--- src/rtl/lcd_bus_responder.sv ---
// lcd_bus_responder
// Display-side responder for an HD44780-style parallel LCD bus. The block
// samples RS/RW/E/DB through synchronizers, decodes writes on the falling
// edge of E, tracks the DDRAM address counter, the entry-mode direction and
// the busy flag, answers status reads and queues every accepted write into a
// first-word-fall-through event FIFO.

module lcd_bus_responder #(
    parameter int BUSY_CYCLES  = 1850,
    parameter int CLEAR_CYCLES = 76500,
    parameter int FIFO_DEPTH   = 8
) (
    input  logic       clk_clk,
    input  logic       reset_reset_n,
    input  logic       lcd_rs,
    input  logic       lcd_rw,
    input  logic       lcd_en,
    input  logic [7:0] lcd_data_in,
    output logic [7:0] lcd_data_out,
    output logic       lcd_data_oe,
    output logic       evt_valid,
    input  logic       evt_ready,
    output logic       evt_rs,
    output logic [7:0] evt_data,
    output logic [6:0] evt_addr,
    output logic       busy,
    output logic [6:0] ddram_addr,
    output logic       overflow,
    input  logic       clear_overflow
);

    localparam int MAX_CYC = (CLEAR_CYCLES > BUSY_CYCLES) ? CLEAR_CYCLES : BUSY_CYCLES;
    localparam int CNT_W   = $clog2(MAX_CYC + 1);
    localparam int PTR_W   = $clog2(FIFO_DEPTH);
    localparam int EVT_W   = 16;

    localparam logic [CNT_W-1:0] BUSY_LOAD  = CNT_W'(BUSY_CYCLES - 1);
    localparam logic [CNT_W-1:0] CLEAR_LOAD = CNT_W'(CLEAR_CYCLES - 1);
    localparam logic [PTR_W:0]   DEPTH_CNT  = (PTR_W + 1)'(FIFO_DEPTH);

    typedef enum logic {
        ST_IDLE,
        ST_BUSY
    } state_t;

    // Reset synchronizer and internal reset
    logic [1:0] rstSync_q;
    logic       rstInt_n;

    // Bus synchronizers
    logic [1:0] rsSync_q;
    logic [1:0] rwSync_q;
    logic [2:0] enSync_q;
    logic [7:0] dataSync1_q;
    logic [7:0] dataSync2_q;

    // Registered write detection
    logic       eFall;
    logic       wrStb_q;
    logic       wrRs_q;
    logic [7:0] wrData_q;

    // Display state
    logic [6:0]       addr_q;
    logic [6:0]       addr_d;
    logic             incDec_q;
    logic             incDec_d;
    logic [CNT_W-1:0] loadVal_d;
    logic [6:0]       evtAddr_d;
    state_t           state_q;
    logic [CNT_W-1:0] busyCnt_q;

    // Event FIFO
    logic [EVT_W-1:0] mem_q [FIFO_DEPTH];
    logic [PTR_W-1:0] wrPtr_q;
    logic [PTR_W-1:0] rdPtr_q;
    logic [PTR_W:0]   count_q;
    logic             overflow_q;
    logic             fifoFull;
    logic             fifoPop;
    logic             fifoPush;
    logic             fifoDrop;
    logic [EVT_W-1:0] evtWord;
    logic [EVT_W-1:0] headWord;

    // Assert asynchronously, release two clocks after the external reset lifts
    always_ff @(posedge clk_clk or negedge reset_reset_n) begin
        if (!reset_reset_n) begin
            rstSync_q <= 2'b00;
        end else begin
            rstSync_q <= {rstSync_q[0], 1'b1};
        end
    end

    assign rstInt_n = rstSync_q[1];

    // Two-stage synchronizers on every bus pin plus a third stage on E for edge detection
    always_ff @(posedge clk_clk or negedge rstInt_n) begin
        if (!rstInt_n) begin
            rsSync_q    <= '0;
            rwSync_q    <= '0;
            enSync_q    <= '0;
            dataSync1_q <= '0;
            dataSync2_q <= '0;
        end else begin
            rsSync_q    <= {rsSync_q[0], lcd_rs};
            rwSync_q    <= {rwSync_q[0], lcd_rw};
            enSync_q    <= {enSync_q[1:0], lcd_en};
            dataSync1_q <= lcd_data_in;
            dataSync2_q <= dataSync1_q;
        end
    end

    assign eFall = enSync_q[2] & ~enSync_q[1] & ~rwSync_q[1];

    // Capture a write on the falling edge of E along with the RS and data seen that cycle
    always_ff @(posedge clk_clk or negedge rstInt_n) begin
        if (!rstInt_n) begin
            wrStb_q  <= 1'b0;
            wrRs_q   <= 1'b0;
            wrData_q <= '0;
        end else begin
            wrStb_q <= eFall;
            if (eFall) begin
                wrRs_q   <= rsSync_q[1];
                wrData_q <= dataSync2_q;
            end
        end
    end

    // Decode the captured write into next address, direction, busy duration and event address
    always_comb begin
        addr_d    = addr_q;
        incDec_d  = incDec_q;
        loadVal_d = BUSY_LOAD;
        evtAddr_d = addr_q;
        if (wrStb_q) begin
            if (wrRs_q) begin
                evtAddr_d = addr_q;
                addr_d    = incDec_q ? (addr_q + 7'd1) : (addr_q - 7'd1);
            end else begin
                if (wrData_q == 8'h01) begin
                    addr_d    = 7'd0;
                    incDec_d  = 1'b1;
                    loadVal_d = CLEAR_LOAD;
                end else if (wrData_q[7:1] == 7'b0000001) begin
                    addr_d    = 7'd0;
                    loadVal_d = CLEAR_LOAD;
                end else if (wrData_q[7:2] == 6'b000001) begin
                    incDec_d = wrData_q[1];
                end else if (wrData_q[7]) begin
                    addr_d = wrData_q[6:0];
                end
                evtAddr_d = addr_d;
            end
        end
    end

    // Address counter and entry-mode direction
    always_ff @(posedge clk_clk or negedge rstInt_n) begin
        if (!rstInt_n) begin
            addr_q   <= 7'd0;
            incDec_q <= 1'b1;
        end else begin
            addr_q   <= addr_d;
            incDec_q <= incDec_d;
        end
    end

    // Busy FSM: any write (re)loads the countdown, expiry returns to idle
    always_ff @(posedge clk_clk or negedge rstInt_n) begin
        if (!rstInt_n) begin
            state_q   <= ST_IDLE;
            busyCnt_q <= '0;
        end else begin
            if (wrStb_q) begin
                state_q   <= ST_BUSY;
                busyCnt_q <= loadVal_d;
            end else begin
                case (state_q)
                    ST_BUSY: begin
                        if (busyCnt_q == '0) begin
                            state_q <= ST_IDLE;
                        end else begin
                            busyCnt_q <= busyCnt_q - 1'b1;
                        end
                    end
                    default: begin
                        busyCnt_q <= '0;
                    end
                endcase
            end
        end
    end

    assign fifoFull = (count_q == DEPTH_CNT);
    assign fifoPop  = evt_valid & evt_ready;
    assign fifoPush = wrStb_q & (~fifoFull | fifoPop);
    assign fifoDrop = wrStb_q & fifoFull & ~fifoPop;
    assign evtWord  = {wrRs_q, wrData_q, evtAddr_d};
    assign headWord = mem_q[rdPtr_q];

    // Event storage; contents only matter where the occupancy count says so
    always_ff @(posedge clk_clk) begin
        if (fifoPush) begin
            mem_q[wrPtr_q] <= evtWord;
        end
    end

    // FIFO pointers and occupancy
    always_ff @(posedge clk_clk or negedge rstInt_n) begin
        if (!rstInt_n) begin
            wrPtr_q <= '0;
            rdPtr_q <= '0;
            count_q <= '0;
        end else begin
            if (fifoPush) begin
                wrPtr_q <= wrPtr_q + 1'b1;
            end
            if (fifoPop) begin
                rdPtr_q <= rdPtr_q + 1'b1;
            end
            case ({fifoPush, fifoPop})
                2'b10:   count_q <= count_q + 1'b1;
                2'b01:   count_q <= count_q - 1'b1;
                default: count_q <= count_q;
            endcase
        end
    end

    // Sticky overflow flag; a drop wins over a simultaneous clear
    always_ff @(posedge clk_clk or negedge rstInt_n) begin
        if (!rstInt_n) begin
            overflow_q <= 1'b0;
        end else if (fifoDrop) begin
            overflow_q <= 1'b1;
        end else if (clear_overflow) begin
            overflow_q <= 1'b0;
        end
    end

    assign evt_valid = (count_q != '0);
    assign evt_rs    = evt_valid ? headWord[15]   : 1'b0;
    assign evt_data  = evt_valid ? headWord[14:7] : 8'h00;
    assign evt_addr  = evt_valid ? headWord[6:0]  : 7'h00;

    assign busy       = (state_q == ST_BUSY);
    assign ddram_addr = addr_q;
    assign overflow   = overflow_q;

    assign lcd_data_oe  = enSync_q[1] & rwSync_q[1];
    assign lcd_data_out = (lcd_data_oe && !rsSync_q[1]) ? {busy, addr_q} : 8'h00;

endmodule

--- config.mk ---
export PLATFORM = sky130hd
export DESIGN_NAME = lcd_bus_responder
export DESIGN_NICKNAME = d
export VERILOG_FILES = /design/src/rtl/lcd_bus_responder.sv
export SDC_FILE = /design/constraint.sdc
export NUM_CORES = 1
export LEC_CHECK = 0
export ABC_AREA = 1
export BUFFER_PORTS_ARGS = -buffer_cell sky130_fd_sc_hd__buf_2
export CAP_MARGIN = 10
export CORE_AREA = 2 2 148 150
export CTS_CLUSTER_DIAMETER = 60
export DETAILED_ROUTE_END_ITERATION = 7
export DIE_AREA = 0 0 150 152
export SETUP_SLACK_MARGIN = 0.02
export SLEW_MARGIN = 20
export SYNTH_ARGS = -nofsm -noshare
export SYNTH_HDL_FRONTEND = slang
export SYNTH_SLANG_ARGS = --single-unit
--- constraint.sdc ---
create_clock -name clk_clk -period 3 [get_ports clk_clk]
set_input_delay 0.3 -clock clk_clk [delete_from_list [all_inputs] [get_ports clk_clk]]
set_output_delay 0.3 -clock clk_clk [all_outputs]
set_load 0.005 [all_outputs]
-- After elaboration in Yosys (flattened, before gate mapping)
Memory sizes are Yosys's and may differ from the RTL's.
Cells that the tools add are included.
- reductions and logical operators: 8
- muxes and demuxes: 29
- bitwise gates (word level): 13
- add/sub/neg operators: 7
- eq/ne operators: 8
- operators with widths (cell ; count):
    17-bit 2-to-1 mux ; 6
    7-bit 2-to-1 mux ; 9
    17-bit zero test ; 1
    17-bit by 1-bit subtractor with 17-bit output, second input constant ; 1
    8-bit 2-to-1 mux ; 2
    1-bit 2-to-1 mux ; 11
    8-bit by 1-bit == test with 1-bit output, second input constant ; 1
    4-bit one-hot mux with 2 select lines ; 1
    7-bit by 1-bit adder with 7-bit output, second input constant ; 1
    1-bit AND ; 7
    7-bit by 1-bit == test with 1-bit output, second input constant ; 1
    7-bit by 1-bit subtractor with 7-bit output, second input constant ; 1
    3-bit by 1-bit adder with 3-bit output, second input constant ; 2
    6-bit by 1-bit == test with 1-bit output, second input constant ; 1
    2-bit nonzero test ; 3
    1-bit inverter ; 5
    4-bit by 1-bit adder with 4-bit output, second input constant ; 1
    4-bit == test, second input constant ; 1
    4-bit AND reduction ; 1
    4-bit nonzero test ; 1
    4-bit by 1-bit subtractor with 4-bit output, second input constant ; 1
    3-bit inequality test, second input constant ; 1
    2-bit by 1-bit == test with 1-bit output, second input constant ; 1
    2-bit == test, second input constant ; 1
    other kinds (4) ; 4
- register bits: 72
- bits of input ports: 15
- bits in writable memories: 128
- memories kept: 1
- word-level logic and storage cells: 83
- output and inout bits: 35
- memory list (name ; depth ; width ; rd ports ; clocked after Yosys merged registers in ; wr ports ; line ; RTL):
    mem_q ; 8 ; 16 ; 1 ; 0 ; 1 ; 74 ; logic [EVT_W-1:0] mem_q [FIFO_DEPTH];

-- Longest topological paths before layout
Gate-level depths: netlist of run 1.
- word-level depth: 6
- gate-level depth with buffers: 13
- depth with buffers taken out: 13

-- Worst setup path before layout of run 1
Ideal clock, no wire load.
- path kind: flip-flop to flip-flop
- from: register count_q[0]
- to: memory mem_q[0][0], enable pin
- library setup time: 388 ps
- buffers on the path: 0
- arrival: 1649 ps
- period minus slack after synthesis: 2037 ps
- setup slack: 963 ps
- data required time: 2612 ps
- cell stages (with the launch flop): 6
- path through: dfrtp_1 -> nor2_1 -> nand3_1 -> nand2_1 -> or2_1 -> nor2_1
- word-level cells in the longest chain between the ends: 6
- elaborated cells on any way between the ends: 8
- those cells by class: eq/ne: 1; mux: 2; bitwise: 4; reduce/logical: 1
- RTL lines (what ; line ; RTL):
    start: declaration ; 77 ; logic [PTR_W:0] count_q;
    start signal: assignment ; 224 ; 2'b10: count_q <= count_q + 1'b1;
    start signal: assignment ; 225 ; 2'b01: count_q <= count_q - 1'b1;
    start signal: assignment ; 226 ; default: count_q <= count_q;
    4-bit nonzero test or 4-bit == test (tied branches) ; 242, 196 ;
    1-bit AND or 1-bit inverter (tied branches) ; 197, 198 ;
    1-bit bitwise OR * ; 198 ; assign fifoPush = wrStb_q & (~fifoFull | fifoPop);
    1-bit AND * ; 198 ;
    1-bit 2-to-1 mux * ; 205 ; if (fifoPush) begin
    1-bit 2-to-1 mux (not written as such) * ; 206 ; mem_q[wrPtr_q] <= evtWord;
    end: declaration ; 74 ;
Mark *: on every way between the ends. The rest lies on a longest branch, timed or not.

-- Worst setup path in the final report of run 1
- from: register rdPtr_q[0]
- to: output port evt_data[1]
- word-level cells in the longest chain between the ends: 2
- RTL lines (what ; line ; RTL):
    start: declaration ; 76 ; logic [PTR_W-1:0] rdPtr_q;
    start signal: assignment ; 221 ; rdPtr_q <= rdPtr_q + 1'b1;
    memory read 8 x 16 bit ; -- ;
    8-bit 2-to-1 mux ; 244 ; assign evt_data = evt_valid ? headWord[14:7] : 8'h00;
    end: declaration ; 24 ; output logic [7:0] evt_data,
Every way passes these cells.

==> results.toml, run 1 <==
[die]
initial_utilization_pct = 40.4
die_area_mm2 = 0.0228
ios = 50
core_area_mm2 = 0.0214
die_y_um = 152
rows = 54
fp.dieW_um = 150

[placement]
dpl_worst_slack_ns = 0.925
gp_congestion = 0.860
dp_hpwl_mm = 12.3
port_buffers = 49
dpl-instance-area_mm2 = 0.00925

[global_route]
overflow = 0
grt_max_degree = 50
grt_usage_pct = 17.5
grt_pass1_wl_mm = 30.7
grt_antenna_before_repair = 0
grt_pass1_vias = 5613

[route]
ant_nets = 0
via_per_inst = 5.00
wirelength_mm = 19.3
drt_iter0_markers = 344
drt-pass1-iter-count = 5
wire_per_inst_um = 16.4
drc = 0
vias = 5890

[finish]
fin_nets = 912
regArea_mm2 = 0.00565
multi_input_area_mm2 = 0.00261
drive_gt1_share_pct = 14.7
fill_cells = 1970
n_antenna_cell = 0
fin_area_mm2 = 0.00995
area_delta_synth_final_pct = 15.4

[cts]
clk_latency_ns = 0.43
cts_tree = "yes"
cts-root-buf = "clkbuf_16"
htreeDepth = 4
numCtsBuffers = 17
cts_resized = 0
clock_sinks = 200
clk_pin_slew_ns = 0.08
clockBufferDepth = 2

[critical_path]
start_kind = "flip-flop"
worstPathCellList = "inv_1, buf_4, o21ai_0, o22ai_1, nor2_1, nor2_1, buf_2"
timing.critical_path.buf_inv = 3
critPathKind = "flip-flop to output port"
critPathTopFamily = "buffers and inverters"
cp_max_fo = 41
arrival_ns = 2.20
crit_required_ns = 2.70
crit_path_frequent_cell = "nor2_1"
crit_path_max_incr_delay_ns = 0.56
end_kind = "output port"
crit_path_top_delay_cell = "dfrtp_2"

[logic_synthesis]
ys_types = 40
synthCells = 812
async_flop_share_pct = 36.0
synth.cell_area_mm2 = 0.00862
syn_area_per_cell_um2 = 10.6
synth_top_area_share_pct = 44.6
synthMostInstantiatedCell = "nor2_1"
synth_commonest_cells = "nor2_1, edfxtp_1, nand2_1"
synth_fp_nets = 840
synth-seq-cells = 200
synthTopCellsByArea = "edfxtp_1, dfrtp_1, nor2_1"
ys_seq_area_share_pct = 65.5
yosysWarningCount = 0
yosys.area.top_type = "edfxtp_1"
synthFlopType = "edfxtp_1"
synth-edff-count = 128

[timing]
rsz0062_at_grt = "no"
tightest_slew_ns = 0.858
whs_ns = 0.140
clock_skew_ns = 0.0149
min_period_ns = 2.50
fmax_mhz = 400
final_hold_viol_count = 0
drv_slew = 0
layout_setup_ws_ns = 0.498
setup_viol = 0
finalCritPeriodShare_pct = 83.4
tns_ns = 0
relSlewSlack_pct = 42.2

[status]
status = "complete, no violations"

[worst_hold_path]
hp-class = "input port to flip-flop"

[power_and_ir_drop]
peakVddDrop_v = 0.000443
leakage_nw = 4.02
p_per_area_mw_per_mm2 = 930

[flow_run]
cap_violations = 0
## kinds of logic (layout without fill, tap and decap cells)
family | Yosys count | after routing | synth area share, %
other | 1 | 1 | 0.0435
adder cells (fa/ha/maj) | 13 | 13 | 1.97
flip-flops | 200 | 200 | 65.5
AO/OA/AOI/OAI | 154 | 154 | 9.75
XOR/XNOR | 9 | 9 | 0.914
buffers and inverters | 87 | 172 | 4.21
AND/OR/NAND/NOR | 348 | 348 | 17.6
## power by group
group / leakage (nW) / total, mW / switching (mW) / internal, mW
registers: 2.04 / 3.77 / 0.377 / 3.39
logic: 1.70 / 3.23 / 2.03 / 1.20
clock network: 0.287 / 2.25 / 1.08 / 1.18
## per-stage QoR
stage / power (mW) / instances / utilization [%]
floorplan: 5.99 / 812 / -
finish: 9.25 / 1177 / 46.6
global placement: 7.03 / 1133 / 43.3
CTS: 9.32 / 1177 / 46.6
detailed placement: 7.07 / 1133 / 43.3
global route: 9.90 / 1177 / 46.6
## flip-flops by register name (all words and copies together), names as in the netlist
name / count
wrStb_q: 1
enSync_q: 3
count_q: 4
dataSync2_q: 8
wrData_q: 8
ddram_addr: 7
overflow: 1
busy: 1
mem_q: 128
wrPtr_q: 3
rsSync_q: 2
busyCnt_q: 17
incDec_q: 1
rwSync_q: 2
rdPtr_q: 3
rstSync_q: 2
wrRs_q: 1
dataSync1_q: 8
## routing by layer
metal | track usage [%] | routed length (um) | vias to the layer above
met5 | 0 | 0 | -
met4 | 3.37 | 97 | 0
met3 | 3.33 | 921 | 11
met2 | 28.5 | 9500 | 149
met1 | 24.6 | 8800 | 2808
li1 | - | - | 2922
## worst register-to-register path, cell delays in order (launching register included)
cell and delay (ns):
dfrtp_1 0.72, nand2_1 0.22, ha_1 0.28, xor2_1 0.18, ha_1 0.20, a21oi_1 0.14, xor2_1 0.14, o21ai_0 0.08
## layout by cell type, fill, tap and decap left out, types with 2 or more instances in the layout
cell	instances
nor2_1	152
edfxtp_1	128
nand2_1	120
o21ai_0	78
dfrtp_1	69
inv_1	49
buf_2	49
nand3_1	37
a21oi_1	21
buf_4	21
o22ai_1	18
o21ai_1	18
clkbuf_16	17
o211ai_1	16
ha_1	12
dlygate4sd3_1	12
nand4_1	11
inv_2	7
nor2_2	7
xor2_1	5
nor2_4	4
xnor2_1	4
nand3b_1	4
inv_6	3
inv_8	3
nand3_2	2
or2_1	2
clkinv_1	2
nor3_1	2
or2_2	2
clkinv_2	2
clkinv_4	2
clkinv_8	2
dfrtp_2	2
## repair_timing
action,in CTS,in global routing
hold endpoints to repair,13,0
hold buffers,12,0
buffers inserted,0,0
## final cells by class
cell class                 count  area share [%]
clock buffer                  17            4.28
tap                          280            3.52
multi-input combinational    525            26.2
clock inverter                15            1.60
inverter                      57            2.15
timing repair buffer          83            5.46
sequential                   200            56.8
## worst paths after layout
path                                      from        endpoint  slack [ns]  cells past startpoint
worst max-delay path                rdPtr_q[0]     evt_data[1]        0.50                      7
worst min-delay path            clear_overflow        overflow        0.14                      2
worst max register to register         wrStb_q      count_q[2]        0.92                      7
worst min register to register    rstSync_q[1]  dataSync1_q[5]        0.29                      0
max in group asynchronous         rstSync_q[1]        incDec_q        2.00                      1
min in group asynchronous        reset_reset_n    rstSync_q[1]        0.17                      2
Note: power is estimated with default switching activity, not from simulation.
==> run 2: changes to the inputs <==
- ABC_AREA: 1 -> 0
- CORE_AREA: 2 2 148 150 -> 2 2 146 148
- DIE_AREA: 0 0 150 152 -> 0 0 148 150
- clock period: 3 -> 2.2 ns (I/O delays scaled with it)
==> run 2 against run 1 <==
Compared with the run above:
- the flow now finishes with violations (negative setup slack)
- first-iteration DRC count up 23%
- cell count down 22%
- global-route usage down 1.2 points
- combinational power up 38%
- sequential share of layout area down 0.77 points
- area after synthesis down 3.4%
- setup slack worse by 0.55 ns
- non-clock buffer count up 20
- flip-flop and latch count unchanged
- wire length down 10%
- synthesized cell count down 35%
- register-to-register slack worse by 0.90 ns
- largest cell class unchanged
- highest routed layer unchanged
==> results.toml, run 2 <==
[critical_path]
arrival_ns = 2.04
cp-startpoint = "rdPtr_q[0]"
cp_max_fo = 4
end_kind = "output port"
start_kind = "flip-flop"
reg2regPathDepth = 6
crit_required_ns = 1.98
r2r-start = "incDec_q"
timing.rr.end = "ddram_addr[4]"
critPathKind = "flip-flop to output port"
rrSetupSlack_ns = 0.02

[global_route]
grt_pass1_wl_mm = 27.1
grt_antenna_before_repair = 0
grt_usage_pct = 16.3
grt_max_degree = 51
grt_pass1_vias = 4994
overflow = 0

[power_and_ir_drop]
p_clk_share_pct = 24.6
pwr-share-seq_pct = 40.0
p_int_mw = 8.49
switchingPower_mw = 4.17
leakage_nw = 3.83
swShare_pct = 32.9
peakVddDrop_v = 0.000626
combPwrFrac_pct = 35.3
total_power_mw = 12.7
p_per_area_mw_per_mm2 = 1260

[logic_synthesis]
yosysWarningCount = 0
yosys.area.top_type = "edfxtp_1"
syn_area_per_cell_um2 = 15.9
synth-seq-cells = 200
synth_commonest_cells = "edfxtp_1, dfrtp_1, nor2_1"
synthCells = 525
synth_top_area_share_pct = 46.2
synthFlopType = "edfxtp_1"
synth_fp_nets = 553
synth.cell_area_mm2 = 0.00833
synth-edff-count = 128
synthMostInstantiatedCell = "edfxtp_1"
synthTopCellsByArea = "edfxtp_1, dfrtp_1, mux4_2"
async_flop_share_pct = 36.0
ys_seq_area_share_pct = 67.8
ys_types = 59

[cts]
htreeDepth = 4
clk_latency_ns = 0.44
cts_tree = "yes"
cts-root-buf = "clkbuf_16"
numCtsBuffers = 17
clk_pin_slew_ns = 0.08
clockBufferDepth = 2
clock_sinks = 200

[die]
initial_utilization_pct = 40.2
die_y_um = 150
core_area_mm2 = 0.0207
fp.dieW_um = 148
rows = 53
die_area_mm2 = 0.0222
ios = 50

[finish]
final_common_cell = "edfxtp_1"
drive_gt1_share_pct = 31.5
fin_nets = 653
fill_cells = 1758
finalCoreUtilization_pct = 48.8
area_delta_synth_final_pct = 21.1
fin_area_mm2 = 0.0101
reg.largest.list = "mem_q x128, busyCnt_q x17"
largest_reg_flops = 128
final_cell_mix = "edfxtp_1, dfrtp_1, buf_2, nor2_1"
regMostFlops = "mem_q"
n_antenna_cell = 0
instances_no_fill = 913

[worst_hold_path]
hp-class = "input port to async pin"

[placement]
dpl-instance-area_mm2 = 0.00912
gp_congestion = 0.832
dp_hpwl_mm = 10.7
port_buffers = 49
placedCellCount = 859
dpl_worst_slack_ns = 0.0167

[timing]
finalCritPeriodShare_pct = 103
tightest_slew_ns = 0.990
clock_skew_ns = 0.0130
final_hold_viol_count = 0
setup_viol = 8
rsz0062_at_grt = "yes"
tns_ns = -0.298
min_period_ns = 2.26
whs_ns = 0.0763
relSlewSlack_pct = 33.4
layout_setup_ws_ns = -0.0554
drv_slew = 0
fmax_mhz = 443

[route]
wire_per_inst_um = 19.0
drc = 0
via_per_inst = 5.23
ant_nets = 0
drt-pass1-iter-count = 6
drt_iter0_markers = 423
wirelength_mm = 17.3
vias = 4778

[flow_run]
cap_violations = 0

[status]
violations = "negative setup slack"
status = "complete, but fails checks"
==> run 2: cell families after synthesis <==
group                    Yosys count  share of synthesized area (%)
flip-flops                       200                           67.8
AND/OR/NAND/NOR                  129                           8.43
AO/OA/AOI/OAI                     65                           5.29
multiplexers                      62                           12.4
buffers and inverters             33                           1.62
XOR/XNOR                          22                           2.31
adder cells (fa/ha/maj)           13                           2.04
other                              1                         0.0450
==> run 2: worst max path at each step <==
stage | slack (ns) | to
3_5_place_dp | 0.02 | count_q[2]
4_1_cts | -0.03 | evt_data[2]
3_3_place_gp | 0.11 | ddram_addr[6]
2_1_floorplan | 0.03 | ddram_addr[6]
6_report | -0.06 | evt_data[2]
5_1_grt | -0.12 | evt_data[3]
==> run 2: power by group through the flow <==
stage | Combinational, mW | Sequential (mW) | Clock, mW
after global routing | 4.91 | 5.13 | 3.35
after detailed placement | 4.02 | 5.14 | 0
after CTS | 4.31 | 5.06 | 3.18
after global placement | 3.91 | 5.10 | 0
final | 4.47 | 5.07 | 3.12
after floorplan | 2.75 | 5.07 | 0
==> run 2: final cells by class <==
class	count	area, um2	area share, %
clock buffer	17	425	4.22
tap	275	344	3.41
timing repair buffer	103	821	8.14
inverter	11	41.3	0.409
clock inverter	15	189	1.87
multi-input combinational	292	2620	25.9
sequential	200	5650	56.0
==> run 2: what timing repair did <==
action	in CTS	in global routing
setup endpoints to repair	26	20
cloned	2	2
hold endpoints to repair	14	0
hold buffers	13	0
pin swaps	3	2
gates resized for setup	7	7
setup buffers	3	2
==> run 2: layer usage <==
layer	vias up	GRT usage, %	share of wire (%)
met5	-	0	0
met4	0	4.38	1.0
met3	23	3.45	3.8
met2	112	28.5	52
met1	2458	20.7	43
li1	2185	-	-
==> run 2: worst max-delay path: stages (launching register included) <==
cell and delay (ns):
dfrtp_2 0.42, buf_12 0.13, clkbuf_16 0.14, mux4_2 0.51
mux2i_2 0.19, nor2_1 0.08, buf_2 0.13
==> run 3: changes to the inputs <==
- ABC_AREA: 0 -> 1
- CORE_AREA: 2 2 146 148 -> 2 2 148 150
- DIE_AREA: 0 0 148 150 -> 0 0 150 152
==> run 3 against run 2 <==
Compared with the run above:
- the run now ends clean
- register-to-register slack improved by 0.20 ns
- core utilization is 0.97 points lower
- wire length rose by 10%
- critical endpoint is now evt_rs
- highest routed layer unchanged
==> results.toml, run 3 (synthesis gave the netlist of run 1 again) <==
[status]
status = "complete, no violations"

[finish]
largest_reg_flops = 128
reg.largest.list = "mem_q x128, busyCnt_q x17"
final_cell_mix = "nor2_1, edfxtp_1, nand2_1, o21ai_0, dfrtp_1"
n_antenna_cell = 0
drive_gt1_share_pct = 17.8
final_common_cell = "nor2_1"
fin_nets = 936
area_delta_synth_final_pct = 18.4
regMostFlops = "mem_q"

[route]
drc = 0
vias = 5944
drt-pass1-iter-count = 4
wire_per_inst_um = 15.9
via_per_inst = 4.95
wirelength_mm = 19.1
ant_nets = 0
drt_iter0_markers = 317

[cts]
cts-root-buf = "clkbuf_16"
numCtsBuffers = 17
clk_pin_slew_ns = 0.08
clock_sinks = 200
cts_tree = "yes"
clockBufferDepth = 2
htreeDepth = 4
clk_latency_ns = 0.44

[power_and_ir_drop]
peakVddDrop_v = 0.000647
p_per_area_mw_per_mm2 = 1270
leakage_nw = 4.15

[placement]
dpl_worst_slack_ns = 0.194
port_buffers = 49
gp_congestion = 0.852
dp_hpwl_mm = 12.9

[timing]
relSlewSlack_pct = 39.8
layout_setup_ws_ns = 0.119
fmax_mhz = 481
finalCritPeriodShare_pct = 94.6
tightest_slew_ns = 0.894
tns_ns = 0
drv_slew = 0
final_hold_viol_count = 0
setup_viol = 0
clock_skew_ns = 0.00993
min_period_ns = 2.08
rsz0062_at_grt = "yes"

[die]
die_y_um = 152
core_area_mm2 = 0.0214
initial_utilization_pct = 40.4
rows = 54
die_area_mm2 = 0.0228
ios = 50
fp.dieW_um = 150

[global_route]
grt_antenna_before_repair = 0
grt_pass1_wl_mm = 30.7
overflow = 0
grt_usage_pct = 17.6
grt_pass1_vias = 5856
grt_max_degree = 38

[critical_path]
end_kind = "output port"
arrival_ns = 1.86
cp_max_fo = 10
crit_required_ns = 1.98
start_kind = "flip-flop"
critPathKind = "flip-flop to output port"

[worst_hold_path]
hp-class = "input port to flip-flop"

[flow_run]
cap_violations = 0
run 3: worst paths after layout:
kind,from,to,slack (ns),cells after the start
min,clear_overflow,overflow,0.006,2
max reg2reg,count_q[1],count_q[2],0.22,10
max in group asynchronous,rstSync_q[1],rdPtr_q[1],1.20,1
min reg2reg,rstSync_q[1],busyCnt_q[15],0.25,0
min in group asynchronous,reset_reset_n,rstSync_q[0],0.09,2
max,rdPtr_q[1],evt_rs,0.12,7
run 3: through the flow:
step	cells	hold slack (ns)	instance area, um2	util (%)	power, mW
final	1201	0.00620	10200	47.8	13.0
after global routing	1201	0.0159	10200	47.8	13.9
after CTS	1196	0.00185	10100	47.4	12.9
after detailed placement	1152	0.00689	9400	44.0	9.78
after global placement	1152	0.00669	9400	44.0	9.70
after floorplan	812	-0.0756	8620	-	8.17
run 3: timing repair:
item | in CTS | in global routing
pin swaps | 0 | 4
hold buffers | 12 | 0
buffers inserted | 0 | 5
cloned | 0 | 0
resized for setup | 2 | 13
endpoints found under the setup margin | 16 | 17
endpoints found under the hold margin | 13 | 0
run 3: worst max-delay path, cell delays in order, from the launching register on:
cell,delay (ns)
dfrtp_4,0.55
inv_1,0.11
buf_4,0.17
o21ai_0,0.10
o22ai_1,0.13
nor2_1,0.06
nor2_1,0.16
buf_2,0.14
run 3: final cells by class:
class / instances / area (um2)
inverters: 57 / 214
multi-input cells: 525 / 2620
flip-flops and latches: 200 / 5650
well taps: 280 / 350
repair buffers: 107 / 763
clock inverters: 15 / 174
fillers: 2007 / 11100
clock buffers: 17 / 425
run 3: power by group:
part	internal, mW	leakage, nW	switching (mW)
Sequential	4.63	2.04	0.438
Combinational	1.87	1.83	2.92
Clock	1.54	0.287	1.56
run 3: routing by layer:
layer | global-route usage [%] | share of wire [%] | up-vias
met3 | 3.18 | 4.1 | 26
li1 | - | - | 2982
met2 | 29.9 | 49 | 105
met1 | 23.2 | 46 | 2831
met4 | 4.63 | 1.4 | 0
met5 | 0 | 0 | -
